--- src/rtl/peri_serial_tx.sv ---
// Serial transmitter with a programmable clock divider, clock polarity, bit order and
// one-of-N active-low chip selects.
module peri_serial_tx #(
    parameter int DATA_W    = 16,
    parameter int DIV       = 4,
    parameter int NUM_CS    = 4,
    parameter bit MSB_FIRST = 1'b1,
    parameter bit CPOL      = 1'b0
) (
    input  logic              clock,
    input  logic              reset,
    input  logic              start,
    input  logic [DATA_W-1:0] data_in,
    input  logic [2:0]        cs_sel,
    output logic              busy,
    output logic              done,
    output logic              err,
    output logic              P_CLOCK,
    output logic              P_DATA,
    output logic [NUM_CS-1:0] P_CS
);

    localparam int DIV_W = (DIV > 1) ? $clog2(DIV) : 1;
    localparam int BIT_W = $clog2(DATA_W);

    typedef enum logic [2:0] {IDLE, LEAD, BIT_IDLE, BIT_ACT, TRAIL} state_t;

    state_t             state;
    state_t             state_nxt;
    logic [DIV_W-1:0]   div_cnt;
    logic [BIT_W-1:0]   bit_cnt;
    logic [DATA_W-1:0]  shift_q;
    logic [2:0]         cs_q;
    logic               div_last;
    logic               bit_last;
    logic               cs_ok;
    logic               load;
    logic               shift;
    logic               done_nxt;
    logic               err_nxt;

    assign div_last = (div_cnt == DIV_W'(DIV - 1));
    assign bit_last = (bit_cnt == BIT_W'(DATA_W - 1));
    assign cs_ok    = ({1'b0, cs_sel} < 4'(NUM_CS));
    // The next bit is presented exactly when BIT_ACT hands over to BIT_IDLE.
    assign shift    = (state == BIT_ACT) && div_last && !bit_last;

    always_comb begin
        state_nxt = state;
        load      = 1'b0;
        done_nxt  = 1'b0;
        err_nxt   = 1'b0;
        case (state)
            IDLE: begin
                if (start) begin
                    if (cs_ok) begin
                        state_nxt = LEAD;
                        load      = 1'b1;
                    end else begin
                        err_nxt = 1'b1;
                    end
                end
            end
            LEAD:     if (div_last) state_nxt = BIT_IDLE;
            BIT_IDLE: if (div_last) state_nxt = BIT_ACT;
            BIT_ACT:  if (div_last) state_nxt = bit_last ? TRAIL : BIT_IDLE;
            TRAIL: begin
                if (div_last) begin
                    state_nxt = IDLE;
                    done_nxt  = 1'b1;
                end
            end
            default:  state_nxt = IDLE;
        endcase
    end

    always_ff @(posedge clock) begin
        if (reset) begin
            state   <= IDLE;
            div_cnt <= '0;
            bit_cnt <= '0;
            done    <= 1'b0;
            err     <= 1'b0;
        end else begin
            state <= state_nxt;
            done  <= done_nxt;
            err   <= err_nxt;
            if (state == IDLE || div_last) div_cnt <= '0;
            else                           div_cnt <= div_cnt + 1'b1;
            if (state == IDLE) bit_cnt <= '0;
            else if (shift)    bit_cnt <= bit_cnt + 1'b1;
        end
    end

    // Payload and CS index are only meaningful while busy, so they carry no reset.
    always_ff @(posedge clock) begin
        if (load) begin
            shift_q <= data_in;
            cs_q    <= cs_sel;
        end else if (shift) begin
            shift_q <= MSB_FIRST ? {shift_q[DATA_W-2:0], 1'b0} : {1'b0, shift_q[DATA_W-1:1]};
        end
    end

    assign busy    = (state != IDLE);
    assign P_CLOCK = (state == BIT_ACT) ? ~CPOL : CPOL;
    assign P_DATA  = busy ? (MSB_FIRST ? shift_q[DATA_W-1] : shift_q[0]) : 1'b0;

    always_comb begin
        P_CS = '1;
        for (int i = 0; i < NUM_CS; i++) begin
            if (busy && cs_q == 3'(i)) P_CS[i] = 1'b0;
        end
    end

endmodule

--- config.mk ---
export PLATFORM = sky130hd
export DESIGN_NAME = peri_serial_tx
export DESIGN_NICKNAME = d
export VERILOG_FILES = /design/src/rtl/peri_serial_tx.sv
export SDC_FILE = /design/constraint.sdc
export NUM_CORES = 1
export LEC_CHECK = 0
export CAP_MARGIN = 20
export CORE_MARGIN = 2
export CORE_UTILIZATION = 39
export DETAILED_ROUTE_END_ITERATION = 10
export PLACE_DENSITY = 0.77
export SLEW_MARGIN = 15
export SYNTH_ARGS = -nofsm -noshare
export SYNTH_HDL_FRONTEND = slang
export SYNTH_SLANG_ARGS = --single-unit
--- constraint.sdc ---
create_clock -name clock -period 2.6 [get_ports clock]
set_input_delay 0.52 -clock clock [delete_from_list [all_inputs] [get_ports clock]]
set_output_delay 0.52 -clock clock [all_outputs]
set_load 0.1 [all_outputs]
==> qor.yml <==
timing.hold.ws_ps: 444.8
final_cell_mix: "clkdlybuf4s50_1, edfxtp_1, dfxtp_1"
hold_buffers: 0
timing_hold_violations_final: 0
path_class: "reg2out"
totalPowerFinal_w: 0.0009018
cap_viol_max_count: 0
maxSlewViolCount: 0
drc: 0
clk-insertion-delay-late_ps: 320
coreArea_um2: 3337
syn_area_um2: 1363
cp_cell_sequence: "nor3_4 -> inv_1 -> and2_1 -> buf_4"
cts.path.max_buffers: 2
peakVddDrop_mv: 0.3194
finClkSkew_ps: 8.473
diodes: 0
clk_pin_slew_ps: 90
die_x_um: 63.11
antenna_found_initial: 0
status: "complete, no violations"
endpoint_kind: "primary output"
drt-initial-drc-count: 74
cts_tree: "built"
syn_nets: 125
first_global_vias: 893
finalWirelength_um: 2358
cp-startpoint: "state[0]$_SDFFE_PP0P_"
numCtsBuffers: 5
clock-sinks: 30
area_growth_pct: 26.08
fin_nets: 158
seq_area_frac_synth: 0.5803
routabilityCongestion: 0.6946
slowest_stage: "dfxtp_1"
r2r-end: "shift_q[8]$_DFFE_PP_"
dieHeight_um: 63.11
die-area_um2: 3982
async_reset_ff_frac: 0
path_depth: 4
ff_latch_area_um2: 790.8
overflow: 0
crit_end: "P_DATA"
synth_cell_types: 33
synthCells: 101
vias: 920
synth-edff-count: 19
period_minus_slack_ps: 2075
std_cell_rows: 21
cp-start-kind: "register"
ff2ff_setup_slack_ps: 850
wire_per_inst_um: 13.03
clockRootBuffer: "clkbuf_4"
crit_buf_inv: 2
fin_crit_sh: 0.7982
multiInputGateArea_um2: 523.0
track_usage: 0.1352
grt_pass1_wl_um: 4126
tns_ps: 0
critical_path.max_stage_delay_ps: 420
ant_nets: 0
path_max_fanout: 10
drive_gt1_frac: 0.2444
cts-resized-gates: 0
htree_levels: 2
dp_hpwl_um: 1750
ys_warn_count: 0
rr_worst_depth: 4
crit_required_ps: 2080
slew_headroom: 0.7371
hold_class: "reg2reg"
grt_start_max_net_pins: 19
rsz0062_at_grt: "no"
ys_ff_latch: 30
setup_viol_count_final: 0
viasPerCell: 5.083
start_util: 0.4083
p_per_area_nw_per_um2: 525.0
rr_startpoint: "div_cnt[0]$_SDFF_PP0_"
ios: 31
critPathTopFamily: "simple AND/OR/NAND/NOR gates"
fmax_mhz: 481.9
critPathArrivalTime_ps: 1560
tightestPinTransition_ps: 384.5
p_leak_nw: 0.6508
syn_area_per_cell_um2: 13.49
layout_commonest_cell: "clkdlybuf4s50_1"
first_pass_iters: 4
io_buffers: 30
yosys_most_used_dff: "edfxtp_1"
fillers: 309
post_cts_buffers: 0
==> layer usage <==
metal  GRT usage  wire [um]
met1      0.1663       1021
met2      0.2128       1129
met3     0.05000        174
met4     0.05833         33
met5           0          0
==> power breakdown <==
group	internal (W)	leakage, nW	switching (W)
combinational	0.0000622	0.355	0.0000572
clock	0.000101	0.0297	0.000147
sequential	0.000526	0.266	0.00000808
==> cell type report <==
type | instances | share of cell area
clock inverter | 2 | 0.005098
inverter | 3 | 0.006555
timing repair buffer | 31 | 0.1661
sequential | 30 | 0.4603
multi-input combinational | 63 | 0.3044
tap | 46 | 0.03350
clock buffer | 6 | 0.02403
==> state kept, by name, indices dropped and copies added (netlist names) <==
| register | count |
|---|---|
| bit_cnt | 4 |
| cs_q | 3 |
| div_cnt | 2 |
| done | 1 |
| err | 1 |
| shift_q | 16 |
| state | 3 |
==> worst min path at each step <==
stage                     depth (start not counted)                     to                  start  slack (ps)
after floorplan                                   1  div_cnt[0]$_SDFF_PP0_  div_cnt[0]$_SDFF_PP0_         410
after global placement                            1  div_cnt[0]$_SDFF_PP0_  div_cnt[0]$_SDFF_PP0_         420
after detailed placement                          1  div_cnt[0]$_SDFF_PP0_  div_cnt[0]$_SDFF_PP0_         420
after CTS                                         1  div_cnt[0]$_SDFF_PP0_  div_cnt[0]$_SDFF_PP0_         440
after global routing                              1  div_cnt[0]$_SDFF_PP0_  div_cnt[0]$_SDFF_PP0_         480
final                                             1  div_cnt[0]$_SDFF_PP0_  div_cnt[0]$_SDFF_PP0_         440
==> kinds of logic (layout without fill, tap and decap cells) <==
logic type | Yosys count | count (layout) | synth area share
fa+ha+maj | 2 | 2 | 0.01836
buf+inv | 8 | 42 | 0.03582
simple gates | 34 | 34 | 0.1690
mux | 15 | 15 | 0.1433
compound gates | 12 | 12 | 0.05326
flops | 30 | 30 | 0.5804
==> per-stage QoR <==
| step | cells | cell area [um2] | util | setup slack, ps |
|---|---|---|---|---|
| floorplan | 101 | 1363 | - | 68.94 |
| global placement | 173 | 1668 | 0.4998 | 554.3 |
| detailed placement | 173 | 1668 | 0.4998 | 513.4 |
| CTS | 181 | 1718 | 0.5148 | 491.0 |
| global route | 181 | 1718 | 0.5148 | 421.2 |
| finish | 181 | 1718 | 0.5148 | 524.8 |
==> synth_stat cells (all sizes together), types with 2 or more instances <==
cell / n / area, um2
nand2: 3 / 11.26
edfxtp: 19 / 570.6
a21oi: 5 / 25.02
nor3: 6 / 41.29
ha: 2 / 25.02
nor3b: 2 / 15.01
and4b: 2 / 20.02
clkbuf: 2 / 7.510
inv: 3 / 11.26
o21ai: 3 / 15.01
dfxtp: 11 / 220.2
mux2: 15 / 195.2
nor2: 4 / 15.01
buf: 3 / 30.03
or3: 2 / 12.51
nand3: 2 / 10.01
and2: 2 / 12.51
nand3b: 3 / 35.03
nand2b: 2 / 12.51
No activity file was read; power rests on OpenSTA's default activity.
